**config.mk**
```make
export PLATFORM = sky130hd
export DESIGN_NAME = pipe_ctrl
export DESIGN_NICKNAME = d
export VERILOG_FILES = /design/src/rtl/pipe_ctrl.sv
export SDC_FILE = /design/constraint.sdc
export NUM_CORES = 1
export LEC_CHECK = 0
export CAP_MARGIN = 20
export CORE_AREA = 2 2 89 91
export CTS_CLUSTER_DIAMETER = 50
export DETAILED_ROUTE_END_ITERATION = 6
export DIE_AREA = 0 0 91 93
export PLACE_DENSITY = 0.78
export SETUP_SLACK_MARGIN = 0.05
export SLEW_MARGIN = 15
export SYNTH_ARGS = -nofsm -noshare
export SYNTH_HDL_FRONTEND = slang
export SYNTH_SLANG_ARGS = --single-unit
export TNS_END_PERCENT = 1
```
**constraint.sdc**
```tcl
create_clock -name clk -period 2.9 [get_ports clk]
set_clock_uncertainty 0.1 [all_clocks]
set_input_delay 0.58 -clock clk [delete_from_list [all_inputs] [get_ports clk]]
set_output_delay 0.58 -clock clk [all_outputs]
set_load 0.005 [all_outputs]
```
**src/rtl/pipe_ctrl.sv**
```systemverilog
// Pipeline hazard controller: per-stage stall vector from stall requests,
// registered flush pulse with redirect PC, and stall performance watchdog.
module pipe_ctrl #(
  parameter int                       NSTAGE        = 6,
  parameter int                       NREQ          = 2,
  parameter logic [NREQ*NSTAGE-1:0]   STALL_MAP     = {6'b000111, 6'b000011},
  parameter int                       FLUSH_LEN     = 1,
  parameter int                       STALL_TIMEOUT = 1024,
  parameter int                       CNT_W         = 16
) (
  input  logic              clk,
  input  logic              rst,
  input  logic [NREQ-1:0]   stallreq,
  input  logic              flush_req,
  input  logic [31:0]       flush_pc,
  input  logic              perf_clr,
  output logic [NSTAGE-1:0] stall,
  output logic              flush,
  output logic [31:0]       new_pc,
  output logic [CNT_W-1:0]  stall_cycles,
  output logic              stall_timeout
);

  typedef enum logic {ST_RUN = 1'b0, ST_FLUSH = 1'b1} state_t;

  localparam logic [3:0]       FLEN_M1 = 4'(FLUSH_LEN - 1);
  localparam logic [CNT_W-1:0] CNT_ONE = CNT_W'(1'b1);
  localparam logic [CNT_W-1:0] CNT_MAX = {CNT_W{1'b1}};
  localparam logic [CNT_W-1:0] TO_VAL  = CNT_W'(STALL_TIMEOUT);

  // A mask is legal only when it is a run of ones starting at the fetch stage.
  function automatic bit map_ok();
    logic [NSTAGE-1:0] s;
    logic [NSTAGE-1:0] t;
    bit ok;
    ok = 1'b1;
    for (int i = 0; i < NREQ; i++) begin
      s = STALL_MAP[i*NSTAGE +: NSTAGE];
      t = s + {{(NSTAGE-1){1'b0}}, 1'b1};
      if ((s & t) != {NSTAGE{1'b0}}) begin
        ok = 1'b0;
      end else begin
        ok = ok;
      end
    end
    return ok;
  endfunction

  if (!map_ok()) begin : g_bad_map
    $error("pipe_ctrl: every STALL_MAP slice must be of the form 2^k-1");
  end
  if (FLUSH_LEN < 1 || FLUSH_LEN > 15) begin : g_bad_flen
    $error("pipe_ctrl: FLUSH_LEN must be in 1..15");
  end
  if (STALL_TIMEOUT < 1 || STALL_TIMEOUT > (2**CNT_W) - 1) begin : g_bad_to
    $error("pipe_ctrl: STALL_TIMEOUT out of range for CNT_W");
  end

  state_t             state_q, state_d;
  logic               flush_q, flush_d;
  logic [31:0]        new_pc_q, new_pc_d;
  logic [3:0]         flush_cnt_q, flush_cnt_d;
  logic [CNT_W-1:0]   stall_cycles_q, stall_cycles_d;
  logic [CNT_W-1:0]   run_len_q, run_len_d;
  logic               timeout_q, timeout_d;
  logic [NSTAGE-1:0]  stall_raw;
  logic               stall_any;

  // Merge the masks of all active requesters; gate to zero in reset or flush.
  always_comb begin
    stall_raw = {NSTAGE{1'b0}};
    for (int i = 0; i < NREQ; i++) begin
      stall_raw = stall_raw | (STALL_MAP[i*NSTAGE +: NSTAGE] & {NSTAGE{stallreq[i]}});
    end
    if (!rst || state_q == ST_FLUSH) begin
      stall = {NSTAGE{1'b0}};
    end else begin
      stall = stall_raw;
    end
    stall_any = |stall;
  end

  // RUN/FLUSH next state; a flush request in FLUSH restarts the window.
  always_comb begin
    state_d     = state_q;
    flush_d     = flush_q;
    new_pc_d    = new_pc_q;
    flush_cnt_d = flush_cnt_q;
    case (state_q)
      ST_RUN: begin
        if (flush_req) begin
          state_d     = ST_FLUSH;
          flush_d     = 1'b1;
          new_pc_d    = flush_pc;
          flush_cnt_d = FLEN_M1;
        end else begin
          flush_d     = 1'b0;
        end
      end
      ST_FLUSH: begin
        if (flush_req) begin
          flush_d     = 1'b1;
          new_pc_d    = flush_pc;
          flush_cnt_d = FLEN_M1;
        end else if (flush_cnt_q == 4'd0) begin
          state_d     = ST_RUN;
          flush_d     = 1'b0;
        end else begin
          flush_cnt_d = flush_cnt_q - 4'd1;
        end
      end
      default: begin
        state_d     = ST_RUN;
        flush_d     = 1'b0;
        flush_cnt_d = 4'd0;
      end
    endcase
  end

  // Stall statistics: saturating total, run length and sticky watchdog.
  always_comb begin
    if (stall_any) begin
      if (run_len_q == TO_VAL) begin
        run_len_d = run_len_q;
      end else begin
        run_len_d = run_len_q + CNT_ONE;
      end
    end else begin
      run_len_d = {CNT_W{1'b0}};
    end

    if (perf_clr) begin
      stall_cycles_d = {CNT_W{1'b0}};
    end else if (stall_any && stall_cycles_q != CNT_MAX) begin
      stall_cycles_d = stall_cycles_q + CNT_ONE;
    end else begin
      stall_cycles_d = stall_cycles_q;
    end

    if (perf_clr) begin
      timeout_d = 1'b0;
    end else if (stall_any && run_len_d == TO_VAL) begin
      timeout_d = 1'b1;
    end else begin
      timeout_d = timeout_q;
    end
  end

  // State and output registers.
  always_ff @(posedge clk or negedge rst) begin
    if (!rst) begin
      state_q        <= ST_RUN;
      flush_q        <= 1'b0;
      new_pc_q       <= 32'h0000_0000;
      flush_cnt_q    <= 4'd0;
      stall_cycles_q <= {CNT_W{1'b0}};
      run_len_q      <= {CNT_W{1'b0}};
      timeout_q      <= 1'b0;
    end else begin
      state_q        <= state_d;
      flush_q        <= flush_d;
      new_pc_q       <= new_pc_d;
      flush_cnt_q    <= flush_cnt_d;
      stall_cycles_q <= stall_cycles_d;
      run_len_q      <= run_len_d;
      timeout_q      <= timeout_d;
    end
  end

  assign flush         = flush_q;
  assign new_pc        = new_pc_q;
  assign stall_cycles  = stall_cycles_q;
  assign stall_timeout = timeout_q;

endmodule

```
==> out/metrics.csv <==
metric,value,unit
muxShareOfSynthArea,11.60,%
cts_hold_buffers,0,
final-instance-count-excl-fill,513,
wl_met1,3320,microns
drv_slew,0,
fmax,368.5,MHz
detail-route-antenna-nets,0,
tightest_slew,0.8825,ns
grt_pass1_wl,12520,microns
synth_ff_type,dfrtp_1,
die-area,0.008463,sq mm
start_kind,input pin,
grt_max_degree,72,
coreArea,0.007527,sq mm
gr-usage-all-layers,18.40,%
leakagePower,1.881,nW
root_buffer,clkbuf_8,
num_antenna_cells,0,
synth_compound_area_share,8.378,%
final_cell_mix,"clkdlybuf4s50_1, dfrtp_1, nor2_1",
wirelength,7294,microns
p_sw,0.6399,mW
synth_edf_count,0,
syn2layout_area_growth,33.73,%
yosysSeqAreaShare,50.84,%
critical_path_required,2.22,ns
top_layer_used,met4,
die_h,93,microns
crit_fanout,3,
r2r_start,run_len_q[0],
maxCapViolCount,0,
synthesis.area,0.003495,sq mm
reg2reg_to,stall_timeout,
cts_setup_buffers,0,
crit_type,input pin to output port,
worst_ep_arrival_time,2.03,ns
drive_gt1_share,16.55,%
dp.cells,497,
clock-sinks,71,
p_int,1.865,mW
mostFrequentLayoutCell,clkdlybuf4s50_1,
min_period,2.714,ns
initial_core_util,46.43,%
fin_nets,449,
grt_overflow_total,0,
synth.avg_cell_area,10.95,sq um
p_comb_share,19.3,%
maxSlewHeadroom,41.17,%
synth_warnings,0,
cts_buffers,9,
antenna_found_initial,0,
run_status,"finished, final reports clean",
clk_path_buf_depth,2,
die_x,91,microns
clk_pin_slew_worst_paths,0.08,ns
cp-end-kind,output port,
wl_met2,3294,microns
r2r_cells,6,
vias,2707,
synthArstFlopShare,100.0,%
pwr-share-seq,45.4,%
ys_ff_latch,71,
grt_pass1_vias,2669,
clock_power_share,35.3,%
synthDistinctLibCells,53,
synth-simple-area-share,16.51,%
hold_path.class,input pin to asynchronous set/reset pin,
synthAdderAreaFrac,1.790,%
synth_xor_area_share,6.266,%
vias_per_cell,5.277,
r2r_slack,0.60,ns
clkLatencyLatePin,0.34,ns
netSwitchingFraction,25.55,%
gp_congestion,0.8403,
power.density,536.0,mW/mm^2
port_buffers,90,
hold_viol,0,
wl_per_cell,14.22,microns
first_iter_violations,157,
rsz0062_at_grt,no,
cts_tree,built,
irDropWorstVdd,0.3243,mV
hpwl,5035,microns
dr_wl_met3,571,microns
finalSetupTns,0,ns
drt-pass1-iter-count,4,
ctsResizeCount,0,
synth_top_family_by_area,simple AND/OR/NAND/NOR gates,
htreeDepth,3,
min_period_over_period,93.57,%
drc,0,
ioPinCount,94,
hold_ws,0.3831,ns
setup-violations-final,0,
syn_inst,319,
row_count,32,
-- metal layers --
metal	vias to the layer above	track usage [%]
li1	1290	-
met1	1324	24.95
met2	82	27.16
met3	11	6.285
met4	0	7.449
met5	-	0
-- power groups by stage --
| stage | Clock (mW) | Sequential, mW | Combinational [mW] |
|---|---|---|---|
| after global routing | 0.949 | 1.15 | 0.546 |
| after detailed placement | 0 | 1.16 | 0.490 |
| final | 0.885 | 1.14 | 0.483 |
| after CTS | 0.902 | 1.14 | 0.492 |
| after global placement | 0 | 1.15 | 0.477 |
| after floorplan | 0 | 1.15 | 0.248 |
-- registers in the layout, summed over array words and instances, names as in the netlist --
signal / count
flush: 1
stall_timeout: 1
stall_cycles: 16
state_q: 1
run_len_q: 16
new_pc: 32
flush_cnt_q: 4
-- synthesized netlist by cell type, types with 5 or more instances --
cell type   n  share of area [%]
dfrtp_1    71                 51
nor2_1     35                3.8
mux2_2     32                 10
nand2_1    14                1.5
xnor2_1    14                3.5
a21oi_1    13                1.9
nand3_1    12                1.7
xor2_1     11                2.8
inv_1      10                1.1
buf_2       6               0.86
clkbuf_1    6               0.64
o21ai_0     6               0.86
o31ai_1     6                1.3
or3_1       6                1.1
ha_1        5                1.8
nor3_1      5               0.72
-- critical path, stage by stage --
cell             delay [ns]
clkdlybuf4s50_1        0.50
nor2_1                 0.08
or2_2                  0.28
inv_1                  0.09
clkdlybuf4s50_1        0.50
-- worst max-delay path by stage --
stage	from	endpoint	cells past startpoint
2_1_floorplan	run_len_q[0]	stall_timeout	7
3_3_place_gp	stallreq[1]	stall[0]	5
3_5_place_dp	stallreq[1]	stall[0]	5
4_1_cts	stallreq[1]	stall[0]	5
5_1_grt	stallreq[1]	stall[0]	5
6_report	stallreq[1]	stall[0]	5
-- final cells by class --
class | instances | area, sq um
Fill cell | 658 | 2854
Sequential cell | 71 | 1777
Multi-Input combinational cell | 218 | 1568
Timing Repair Buffer | 96 | 940.9
Clock buffer | 11 | 141.4
Tap cell | 102 | 127.6
Clock inverter | 5 | 81.33
Inverter | 10 | 37.54
-- cell families after synthesis --
family	Yosys count
AO/OA/AOI/OAI	43
other	1
XOR/XNOR	25
buffers and inverters	32
AND/OR/NAND/NOR	106
flip-flops	71
multiplexers	36
adder cells (fa/ha/maj)	5
-- per-stage QoR --
stage	instance area, sq um	setup slack, ns	utilization [%]	total power, mW
after detailed placement	4451	0.1670	59.13	1.646
after global routing	4673	0.09928	62.08	2.644
after floorplan	3502	0.7985	-	1.400
after global placement	4451	0.1685	59.13	1.630
after CTS	4673	0.1673	62.08	2.533
final	4673	0.1863	62.08	2.505
(Power assumes the default switching activity.)
